[src/rtl/uart_program_loader_pkg.sv]
`default_nettype none
// ============================================================================
//  Module      : loader_pkg
//  Description : Shared types and constants for the UART program loader.
//                Holds the loader and receiver state encodings, the frame
//                sync byte and the frame field order.
//  Revision    : 1.0 - initial release
// ============================================================================
package loader_pkg;

    localparam logic [7:0] SYNC_BYTE = 8'hA5;

    // Frame field order: SYNC, LEN_LO, LEN_HI, 4*N data bytes, CHK.
    localparam int FIELD_SYNC     = 0;
    localparam int FIELD_LEN_LO   = 1;
    localparam int FIELD_LEN_HI   = 2;
    localparam int FIELD_DATA     = 3;
    localparam int BYTES_PER_WORD = 4;

    typedef enum logic [2:0] {
        ST_IDLE   = 3'd0,
        ST_LEN_LO = 3'd1,
        ST_LEN_HI = 3'd2,
        ST_DATA   = 3'd3,
        ST_CHECK  = 3'd4,
        ST_DONE   = 3'd5,
        ST_ERROR  = 3'd6
    } loader_state_t;

    typedef enum logic [1:0] {
        RX_IDLE  = 2'd0,
        RX_START = 2'd1,
        RX_DATA  = 2'd2,
        RX_STOP  = 2'd3
    } rx_state_t;

    // True while a frame is being received; these states are subject to
    // frame-error and inter-byte timeout aborts.
    function automatic logic is_loading(input loader_state_t s);
        return (s == ST_LEN_LO) || (s == ST_LEN_HI) ||
               (s == ST_DATA)   || (s == ST_CHECK);
    endfunction

endpackage
`default_nettype wire

[src/rtl/uart_program_loader_if.sv]
`default_nettype none
// ============================================================================
//  Module      : uart_program_loader_if
//  Description : Instruction-memory write port and core-control signals of
//                the program loader.
//                imem_we/imem_addr/imem_wdata : one-cycle imem write
//                core_hold                    : holds the core in reset
//                busy/done/error              : load status
//  Revision    : 1.0 - initial release
// ============================================================================
interface uart_program_loader_if #(
    parameter int ADDR_WIDTH = 10
);
    logic                  imem_we;
    logic [ADDR_WIDTH-1:0] imem_addr;
    logic [31:0]           imem_wdata;
    logic                  core_hold;
    logic                  busy;
    logic                  done;
    logic                  error;

    modport master (
        output imem_we, imem_addr, imem_wdata, core_hold, busy, done, error
    );

    modport slave (
        input imem_we, imem_addr, imem_wdata, core_hold, busy, done, error
    );
endinterface
`default_nettype wire

[src/rtl/uart_program_loader_byte_rx.sv]
`default_nettype none
// ============================================================================
//  Module      : uart_byte_rx
//  Description : 8N1 UART byte receiver. 2-FF synchronizer, falling-edge
//                start detect with half-bit re-check, mid-bit sampling.
//                clk, reset_n   : clock, synchronous active-low reset
//                rx_i           : asynchronous serial input (idles high)
//                byte_valid_o   : 1-cycle pulse, byte_data_o is valid
//                byte_data_o    : received byte
//                frame_err_o    : 1-cycle pulse, stop bit was 0 (byte dropped)
//  Revision    : 1.0 - initial release
// ============================================================================
module uart_byte_rx
    import loader_pkg::*;
#(
    parameter int CLKS_PER_BIT = 16
) (
    input  wire logic       clk,
    input  wire logic       reset_n,
    input  wire logic       rx_i,
    output logic            byte_valid_o,
    output logic [7:0]      byte_data_o,
    output logic            frame_err_o
);
    localparam int            CW       = $clog2(CLKS_PER_BIT) + 1;
    localparam logic [CW-1:0] HALF_BIT = CW'(CLKS_PER_BIT / 2 - 1);
    localparam logic [CW-1:0] FULL_BIT = CW'(CLKS_PER_BIT - 1);

    logic [1:0]    sync_q;
    logic          prev_q;
    rx_state_t     state_q, state_d;
    logic [CW-1:0] cnt_q, cnt_d;
    logic [2:0]    bit_q, bit_d;
    logic [7:0]    shift_q, shift_d;
    logic          valid_q, valid_d;
    logic          ferr_q, ferr_d;

    logic rx_w;
    logic fall_w;

    assign rx_w   = sync_q[1];
    assign fall_w = prev_q & ~rx_w;

    always_ff @(posedge clk) begin
        if (!reset_n) begin
            sync_q  <= 2'b11;
            prev_q  <= 1'b1;
            state_q <= RX_IDLE;
            cnt_q   <= '0;
            bit_q   <= '0;
            shift_q <= '0;
            valid_q <= 1'b0;
            ferr_q  <= 1'b0;
        end else begin
            sync_q  <= {sync_q[0], rx_i};
            prev_q  <= rx_w;
            state_q <= state_d;
            cnt_q   <= cnt_d;
            bit_q   <= bit_d;
            shift_q <= shift_d;
            valid_q <= valid_d;
            ferr_q  <= ferr_d;
        end
    end

    always_comb begin
        state_d = state_q;
        cnt_d   = cnt_q + CW'(1);
        bit_d   = bit_q;
        shift_d = shift_q;
        valid_d = 1'b0;
        ferr_d  = 1'b0;
        case (state_q)
            RX_IDLE: begin
                cnt_d = '0;
                if (fall_w) state_d = RX_START;
            end
            RX_START: begin
                // A glitch that is high again at half-bit is not a start bit.
                if (cnt_q == HALF_BIT) begin
                    cnt_d   = '0;
                    bit_d   = '0;
                    state_d = rx_w ? RX_IDLE : RX_DATA;
                end
            end
            RX_DATA: begin
                if (cnt_q == FULL_BIT) begin
                    cnt_d   = '0;
                    shift_d = {rx_w, shift_q[7:1]};
                    bit_d   = bit_q + 3'd1;
                    if (bit_q == 3'd7) state_d = RX_STOP;
                end
            end
            RX_STOP: begin
                if (cnt_q == FULL_BIT) begin
                    cnt_d   = '0;
                    state_d = RX_IDLE;
                    if (rx_w) valid_d = 1'b1;
                    else      ferr_d  = 1'b1;
                end
            end
            default: state_d = RX_IDLE;
        endcase
    end

    assign byte_valid_o = valid_q;
    assign byte_data_o  = shift_q;
    assign frame_err_o  = ferr_q;

endmodule
`default_nettype wire

[src/rtl/uart_program_loader.sv]
`default_nettype none
// ============================================================================
//  Module      : uart_program_loader
//  Description : Serial boot loader. Receives SYNC/LEN/DATA/CHK frames over
//                UART and writes little-endian 32-bit words to imem, holding
//                the core in reset while loading.
//                clk, reset_n : clock, synchronous active-low reset
//                uart_rx      : serial input, 8N1, LSB first
//                bus          : imem write port and core_hold/busy/done/error
//  Revision    : 1.0 - initial release
// ============================================================================
module uart_program_loader
    import loader_pkg::*;
#(
    parameter int CLK_FREQ       = 100000000,
    parameter int BAUD           = 115200,
    parameter int ADDR_WIDTH     = 10,
    parameter int TIMEOUT_CYCLES = 1000000
) (
    input  wire logic              clk,
    input  wire logic              reset_n,
    input  wire logic              uart_rx,
    uart_program_loader_if.master  bus
);
    localparam int CLKS_PER_BIT = CLK_FREQ / BAUD;
    localparam int MAX_WORDS    = 2 ** ADDR_WIDTH;
    localparam int GW           = $clog2(TIMEOUT_CYCLES + 1);

    logic       byte_valid_w;
    logic [7:0] byte_data_w;
    logic       frame_err_w;

    uart_byte_rx #(.CLKS_PER_BIT(CLKS_PER_BIT)) u_rx (
        .clk          (clk),
        .reset_n      (reset_n),
        .rx_i         (uart_rx),
        .byte_valid_o (byte_valid_w),
        .byte_data_o  (byte_data_w),
        .frame_err_o  (frame_err_w)
    );

    loader_state_t         state_q, state_d;
    logic [15:0]           len_q, len_d;
    // One extra bit so the index can reach MAX_WORDS without wrapping.
    logic [ADDR_WIDTH:0]   idx_q, idx_d;
    logic [31:0]           word_q, word_d;
    logic [1:0]            bcnt_q, bcnt_d;
    logic [7:0]            chk_q, chk_d;
    logic [GW-1:0]         gap_q, gap_d;
    logic                  we_q, we_d;
    logic [ADDR_WIDTH-1:0] addr_q, addr_d;
    logic [31:0]           wdata_q, wdata_d;
    logic                  hold_q, hold_d;
    logic                  busy_q, busy_d;
    logic                  done_q, done_d;
    logic                  error_q, error_d;

    logic                  fail_w;
    logic [15:0]           nwords_w;

    always_ff @(posedge clk) begin
        if (!reset_n) begin
            state_q <= ST_IDLE;
            len_q   <= '0;
            idx_q   <= '0;
            word_q  <= '0;
            bcnt_q  <= '0;
            chk_q   <= '0;
            gap_q   <= '0;
            we_q    <= 1'b0;
            addr_q  <= '0;
            wdata_q <= '0;
            hold_q  <= 1'b0;
            busy_q  <= 1'b0;
            done_q  <= 1'b0;
            error_q <= 1'b0;
        end else begin
            state_q <= state_d;
            len_q   <= len_d;
            idx_q   <= idx_d;
            word_q  <= word_d;
            bcnt_q  <= bcnt_d;
            chk_q   <= chk_d;
            gap_q   <= gap_d;
            we_q    <= we_d;
            addr_q  <= addr_d;
            wdata_q <= wdata_d;
            hold_q  <= hold_d;
            busy_q  <= busy_d;
            done_q  <= done_d;
            error_q <= error_d;
        end
    end

    assign nwords_w = {byte_data_w, len_q[7:0]};

    always_comb begin
        state_d = state_q;
        len_d   = len_q;
        idx_d   = idx_q;
        word_d  = word_q;
        bcnt_d  = bcnt_q;
        chk_d   = chk_q;
        gap_d   = gap_q;
        we_d    = 1'b0;
        addr_d  = addr_q;
        wdata_d = wdata_q;
        hold_d  = hold_q;
        busy_d  = busy_q;
        done_d  = done_q;
        error_d = error_q;
        fail_w  = 1'b0;

        if (is_loading(state_q)) begin
            gap_d = byte_valid_w ? '0 : gap_q + GW'(1);
            if (frame_err_w ||
                (!byte_valid_w && gap_q == GW'(TIMEOUT_CYCLES - 1)))
                fail_w = 1'b1;
        end

        case (state_q)
            ST_IDLE, ST_DONE, ST_ERROR: begin
                if (byte_valid_w && byte_data_w == SYNC_BYTE) begin
                    state_d = ST_LEN_LO;
                    done_d  = 1'b0;
                    error_d = 1'b0;
                    hold_d  = 1'b1;
                    busy_d  = 1'b1;
                    idx_d   = '0;
                    chk_d   = '0;
                    bcnt_d  = '0;
                    gap_d   = '0;
                end
            end
            ST_LEN_LO: begin
                if (byte_valid_w) begin
                    len_d[7:0] = byte_data_w;
                    state_d    = ST_LEN_HI;
                end
            end
            ST_LEN_HI: begin
                if (byte_valid_w) begin
                    len_d = nwords_w;
                    if (32'(nwords_w) > 32'(MAX_WORDS)) fail_w  = 1'b1;
                    else if (nwords_w == 16'd0)         state_d = ST_CHECK;
                    else                                state_d = ST_DATA;
                end
            end
            ST_DATA: begin
                if (byte_valid_w) begin
                    // Little-endian: earlier bytes end up in the low lanes.
                    word_d = {byte_data_w, word_q[31:8]};
                    chk_d  = chk_q ^ byte_data_w;
                    bcnt_d = bcnt_q + 2'd1;
                    if (bcnt_q == 2'd3) begin
                        we_d    = 1'b1;
                        addr_d  = idx_q[ADDR_WIDTH-1:0];
                        wdata_d = {byte_data_w, word_q[31:8]};
                        idx_d   = idx_q + 1'b1;
                        if (32'(idx_q) + 32'd1 == 32'(len_q)) state_d = ST_CHECK;
                    end
                end
            end
            ST_CHECK: begin
                if (byte_valid_w) begin
                    if (byte_data_w == chk_q) begin
                        state_d = ST_DONE;
                        done_d  = 1'b1;
                        busy_d  = 1'b0;
                        hold_d  = 1'b0;
                    end else begin
                        fail_w = 1'b1;
                    end
                end
            end
            default: state_d = ST_IDLE;
        endcase

        // core_hold is deliberately left high: a failed image must not run.
        if (fail_w) begin
            state_d = ST_ERROR;
            error_d = 1'b1;
            done_d  = 1'b0;
            busy_d  = 1'b0;
        end
    end

    assign bus.imem_we    = we_q;
    assign bus.imem_addr  = addr_q;
    assign bus.imem_wdata = wdata_q;
    assign bus.core_hold  = hold_q;
    assign bus.busy       = busy_q;
    assign bus.done       = done_q;
    assign bus.error      = error_q;

endmodule
`default_nettype wire
[src/flat_wrapper.sv]
// flat-port wrapper written by rule: the top's interface ports become plain ports
module uart_program_loader_flat import loader_pkg::*;
#(
    parameter int CLK_FREQ       = 100000000,
    parameter int BAUD           = 115200,
    parameter int ADDR_WIDTH     = 10,
    parameter int TIMEOUT_CYCLES = 1000000
)
  (clk, reset_n, uart_rx, bus_imem_we, bus_imem_addr, bus_imem_wdata, bus_core_hold, bus_busy, bus_done, bus_error);
  uart_program_loader_if #(.ADDR_WIDTH(ADDR_WIDTH)) bus_i ();
  input  wire logic clk;
  input  wire logic reset_n;
  input  wire logic uart_rx;
  output wire logic [$bits(bus_i.imem_we)-1:0] bus_imem_we;
  output wire logic [$bits(bus_i.imem_addr)-1:0] bus_imem_addr;
  output wire logic [$bits(bus_i.imem_wdata)-1:0] bus_imem_wdata;
  output wire logic [$bits(bus_i.core_hold)-1:0] bus_core_hold;
  output wire logic [$bits(bus_i.busy)-1:0] bus_busy;
  output wire logic [$bits(bus_i.done)-1:0] bus_done;
  output wire logic [$bits(bus_i.error)-1:0] bus_error;
  assign bus_imem_we = bus_i.imem_we;
  assign bus_imem_addr = bus_i.imem_addr;
  assign bus_imem_wdata = bus_i.imem_wdata;
  assign bus_core_hold = bus_i.core_hold;
  assign bus_busy = bus_i.busy;
  assign bus_done = bus_i.done;
  assign bus_error = bus_i.error;
  uart_program_loader #(.CLK_FREQ(CLK_FREQ), .BAUD(BAUD), .ADDR_WIDTH(ADDR_WIDTH), .TIMEOUT_CYCLES(TIMEOUT_CYCLES)) u_core (.clk(clk), .reset_n(reset_n), .uart_rx(uart_rx), .bus(bus_i));
endmodule
[config.mk]
export PLATFORM = sky130hd
export DESIGN_NAME = uart_program_loader_flat
export DESIGN_NICKNAME = d
export VERILOG_FILES = /design/src/rtl/uart_program_loader_pkg.sv /design/src/rtl/uart_program_loader_if.sv /design/src/rtl/uart_program_loader_byte_rx.sv /design/src/rtl/uart_program_loader.sv /design/src/flat_wrapper.sv
export SDC_FILE = /design/constraint.sdc
export NUM_CORES = 1
export LEC_CHECK = 0
export ABC_AREA = 1
export BUFFER_PORTS_ARGS = -buffer_cell sky130_fd_sc_hd__buf_2
export CORE_AREA = 4 4 112 114
export CTS_CLUSTER_DIAMETER = 120
export CTS_CLUSTER_SIZE = 10
export DETAILED_ROUTE_END_ITERATION = 10
export DIE_AREA = 0 0 116 118
export MAX_ROUTING_LAYER = met4
export PLACE_DENSITY_LB_ADDON = 0.15
export SKIP_CTS_REPAIR_TIMING = 1
export SLEW_MARGIN = 20
export SYNTH_ARGS = -nofsm -noshare
export SYNTH_HDL_FRONTEND = slang
export SYNTH_SLANG_ARGS = --single-unit
[constraint.sdc]
create_clock -name clk -period 2.5 [get_ports clk]
set_input_delay 0 -clock clk [delete_from_list [all_inputs] [get_ports clk]]
set_output_delay 0 -clock clk [all_outputs]
set_load 0.05 [all_outputs]
# Word-level counts from Yosys, hierarchy flattened
# Cells that the tools add are included.
[totals]
ff_bits = 168
input_bits = 3
[op_classes]
eq_ne = 40
muxes = 61
magnitude_cmp = 1
n_reduce_logical = 33
n_addsub = 6
bitwise = 5
[op_table]
columns = ["operator", "count"]
rows = [
  ["20-bit two-way mux", 4],
  ["11-bit two-way mux", 5],
  ["3-bit two-way mux", 13],
  ["11-bit case mux with 3 select lines", 1],
  ["32-bit by 16-bit == test with 1-bit output", 1],
  ["8-bit case mux with 2 select lines", 2],
  ["2-bit != test (second input constant)", 13],
  ["8-bit two-way mux", 3],
  ["3-bit by 2-bit != test with 1-bit output (second input constant)", 8],
  ["11-bit by 1-bit adder with 11-bit output (second input constant)", 2],
  ["11-bit case mux with 2 select lines", 1],
  ["20-bit by 1-bit adder with 20-bit output (second input constant)", 1],
  ["20-bit == test (second input constant)", 1],
  ["3-bit AND reduction", 6],
  ["9-bit AND reduction", 2],
  ["1-bit two-way mux", 17],
  ["16-bit by 11-bit > comparator with 1-bit output (second input constant)", 1],
  ["16-bit zero test", 1],
  ["2-bit two-way mux", 8],
  ["3-bit case mux with 5 select lines", 1],
  ["11-bit by 1-bit adder with 12-bit output (second input constant)", 1],
  ["3-bit == test (second input constant)", 4],
  ["11-bit by 10-bit == test with 1-bit output (second input constant)", 1],
  ["11-bit by 9-bit == test with 1-bit output (second input constant)", 1],
  ["other kinds (28)", 48],
]

# Depth between registers and ports, before layout
[logic_depth]
depth_word = 10
mapped_depth = 17

# Modules after synthesis
# A second synthesis with hierarchy kept.
[hier_totals]
cells_unflattened = 956
hier_area_um2 = 6959.2
[by_module_without_submodules]
columns = ["mod", "area_each_um2", "cells_each", "n_inst"]
rows = [
  ["uart_program_loader", 5694.2, 782, 1],
  ["uart_byte_rx", 1265.0, 174, 1],
]

# Worst setup path before layout
# Ideal clock, no wire load.
[synth_timing]
path_kind = "reg2reg"
start = "reg u_core.idx_q[0]"
end = "reg u_core.state_q[1]"
stages_incl_launch_ff = 15
path_slack_ns = 0.741
synth_period_minus_slack_ns = 1.759
setup_ns = 0.115
t_arrival_ns = 1.644
required_time_ns = 2.385
path_buffers = 0
path_cell_list = "dfxtp_1 > ha_1 > nand2_1 > o21ai_0 > o21ai_0 > nand2_1 > nand2_1 > nor2_1 > nand2_1 > nor2_1 > nand2_1 > nand2_1 > nand2_1 > a21oi_1 > nor2_1"
[synth_via]
elab_chain_cells = 4
[synth_rtl]
columns = ["item", "line_no", "rtl"]
rows = [
  ["start: declaration", "uart_program_loader.sv:45", "logic [ADDR_WIDTH:0] idx_q, idx_d;"],
  ["start signal: assignment", "uart_program_loader.sv:80", "idx_q <= idx_d;"],
  ["11-bit by 1-bit adder with 12-bit output", "uart_program_loader.sv:160", "if (32'(idx_q) + 32'd1 == 32'(len_q)) state_d = ST_CHECK;"],
  ["32-bit by 16-bit == test with 1-bit output", "uart_program_loader.sv:160", ""],
  ["3-bit by 2-bit != test with 1-bit output (no source line)", "-", ""],
  ["9-bit AND reduction (no source line)", "-", ""],
  ["end signal: assignment", "uart_program_loader.sv:78", "state_q <= state_d;"],
  ["end: declaration", "uart_program_loader.sv:42", "loader_state_t state_q, state_d;"],
]
# No other way between the ends.
# A chain may end at the register's enable or synchronous reset.

# Worst setup path in the final report
# Same ends and word-level chain as after synthesis.

==> impl_metrics.ini <==
[run_status]
status = complete, no violations

[flow_run]
drv_cap = 0

[critical_path]
rrSetupSlack_ps = 360
crit_path_start = u_core.idx_q[0]
timing.critical_path.to = u_core.state_q[1]
critPathLaunchType = flip-flop
r2r-start = u_core.idx_q[0]
crit_arrival_ps = 2490
endpoint_kind = flip-flop
crit_fanout = 9
r2r_end = u_core.state_q[1]
worstRegToRegCells = 14
required_ps = 2860
critical_path_class = reg2reg

[clocking]
htree_levels = 4
clk_pin_slew_ps = 60
cts_buffers = 17
root_buffer = clkbuf_16
cts.sinks = 160
cts_tree = yes
clock_latency_ps = 420
cts_max_path_buffers = 2

[yosys]
syn-num-nets = 911
synth_edf_count = 0
ys_seq_area_frac = 0.4693
synth_ff_type = dfxtp_1
async_flop_share = 0
synth-seq-cells = 160
synth_cell_type_count = 39
yosysWarnings = 0
synth_area_um2 = 6825
syn_avg_cell_area_um2 = 7.575
synthCells = 901

[detailed_routing]
vias = 6057
drt_wl_total_um = 15790
drtIter0Drc = 558
drcViolationCount = 0
first_pass_iters = 6
via_per_inst = 5.506
wl_per_cell_um = 14.35
drt.antenna.violating_nets = 0

[placed_design]
port_buffers = 49
place.detailed.hpwl_um = 10960
gp_congestion = 0.9308

[timing]
setup_tns_ps = 0
finalHoldViolCount = 0
setup_viol = 0
skew_ps = 7.285
post-route-period-util = 0.8550
period_minus_slack_ps = 2137
maxSlewHeadroom = 0.3990
fmax_ghz = 0.4679
holdWs_ps = 15.96
slew_violations = 0
max_slew.worst_pin.slew_ps = 901.5
rsz0062_at_grt = no

[layout]
multiInputGateArea_um2 = 3000
final_cell_mix = dfxtp_1, nand2_1, inv_1
fill_cells = 948
syn_to_final_growth_pct = 14.26
seq_area_um2 = 3203
drive_above_1_share = 0.1202
n_antenna_cell = 0
layout_commonest_cell = dfxtp_1
fin_nets = 954

[global_route]
grt_max_degree = 107
grt_first_pass_wirelength_um = 27150
grt_use_total = 0.2482
grt_pass1_vias = 5806
overflow = 0
grt_antenna_before_repair = 0

[floorplanning]
ioPinCount = 50
die-width_um = 116
die_h_um = 118
coreArea_um2 = 11420
start_util = 0.5977
rows = 39
die-area_um2 = 13690

[pwr]
power.density_nw_per_um2 = 699.1
p_leak_nw = 3.225
vdd_drop_max_uv = 669.5

[min_path]
min_path_cells = 3
hold_class = in2reg
worst min-delay path by stage:
stage | slack [ps] | end | startpoint
6_report | 20 | u_core.bcnt_q[1] | reset_n
3_3_place_gp | 190 | u_core.u_rx.sync_q[0] | uart_rx
4_1_cts | -240 | u_core.u_rx.sync_q[0] | uart_rx
5_1_grt | 60 | u_core.bus.core_hold | reset_n
3_5_place_dp | 200 | u_core.u_rx.sync_q[0] | uart_rx
2_1_floorplan | 110 | u_core.u_rx.sync_q[0] | uart_rx
synthesized netlist by cell type, types with 2 or more instances:
master    number  area [um^2]
clkbuf_1      18        67.56
nor2_4         5        56.30
nor2_1        71        266.5
inv_4          2        12.51
buf_4          2        15.01
inv_2          5        18.77
nor2_2         5        31.28
buf_2          7        35.03
o21ai_0      111        555.5
nand4_1       15        93.84
xnor2_1        6        52.55
nor4_1         3        18.77
buf_1          4        15.01
o21ai_1       10        50.05
nand2_1      117        439.2
ha_1           7        87.58
a211oi_1      12        90.09
o211a_1        6        60.06
nand3_1       64        320.3
a31oi_1        6        37.54
or2_2          2        12.51
buf_6          3        33.78
nor3_1        17        85.08
inv_1        112        420.4
nand2_2        3        18.77
xor2_1         7        61.31
nor3b_1        2        15.01
dfxtp_1      160         3203
a21oi_1      109        545.5
stage by stage:
stage,std cells,util,setup WS (ps),area (um^2),power (W)
floorplan,901,-,740.6,6825,0.002697
global placement,1067,0.6256,555.1,7143,0.002716
detailed placement,1067,0.6256,411.3,7143,0.002721
CTS,1099,0.6821,383.0,7789,0.005486
global route,1100,0.6830,4.361,7799,0.005620
finish,1100,0.6830,362.6,7799,0.005452
flip-flops by register name (all words and copies together) (netlist names), 2 cells and up, named ones only:
signal	count
u_core.state_q	3
u_core.u_rx.cnt_q	11
u_core.chk_q	8
u_core.bus.imem_wdata	32
u_core.word_q	24
u_core.bus.imem_addr	10
u_core.u_rx.sync_q	2
u_core.gap_q	20
u_core.u_rx.bit_q	3
u_core.idx_q	11
u_core.len_q	16
u_core.u_rx.byte_data_o	8
u_core.bcnt_q	2
cell type report:
type | instances | area share
Inverter | 120 | 0.05840
Timing Repair Buffer | 58 | 0.04043
Sequential cell | 160 | 0.4107
Multi-Input combinational cell | 587 | 0.3847
Tap cell | 143 | 0.02294
Clock inverter | 12 | 0.02294
Clock buffer | 20 | 0.05984
layer usage:
| layer | track usage | wire length (um) | vias to the layer above |
|---|---|---|---|
| met3 | 0.06170 | 805 | 26 |
| met4 | 0.08484 | 274 | 0 |
| met5 | - | 0 | - |
| li1 | - | - | 3095 |
| met2 | 0.3827 | 7526 | 166 |
| met1 | 0.3170 | 7183 | 2770 |
power by group:
group / total, W / switching (W) / leakage, nW / internal [W]
Sequential: 0.00257 / 0.00000840 / 1.29 / 0.00256
Clock: 0.00279 / 0.00103 / 0.321 / 0.00176
Combinational: 0.0000994 / 0.0000714 / 1.61 / 0.0000280
critical path, stage by stage, from the launching register on:
cell	delay, ps
dfxtp_1	420
inv_2	90
nor2_2	350
nand3_1	150
nand3_1	110
nand2_1	70
nor2_1	110
nand2_1	50
nor2_1	100
nand2_1	80
nand2_1	130
nand2_1	130
nand3_1	100
nand2_1	50
nor2_1	120
kinds of logic after synthesis:
kind of cell               synth area share
DFF                                  0.4693
xor gates and xnor gates            0.01998
adders and majority gates           0.01283
buffers and inverters               0.09111
AOI/OAI and AO/OA                    0.2004
and+or+nand+nor                      0.2064
Power figures use the tool's default switching activity.
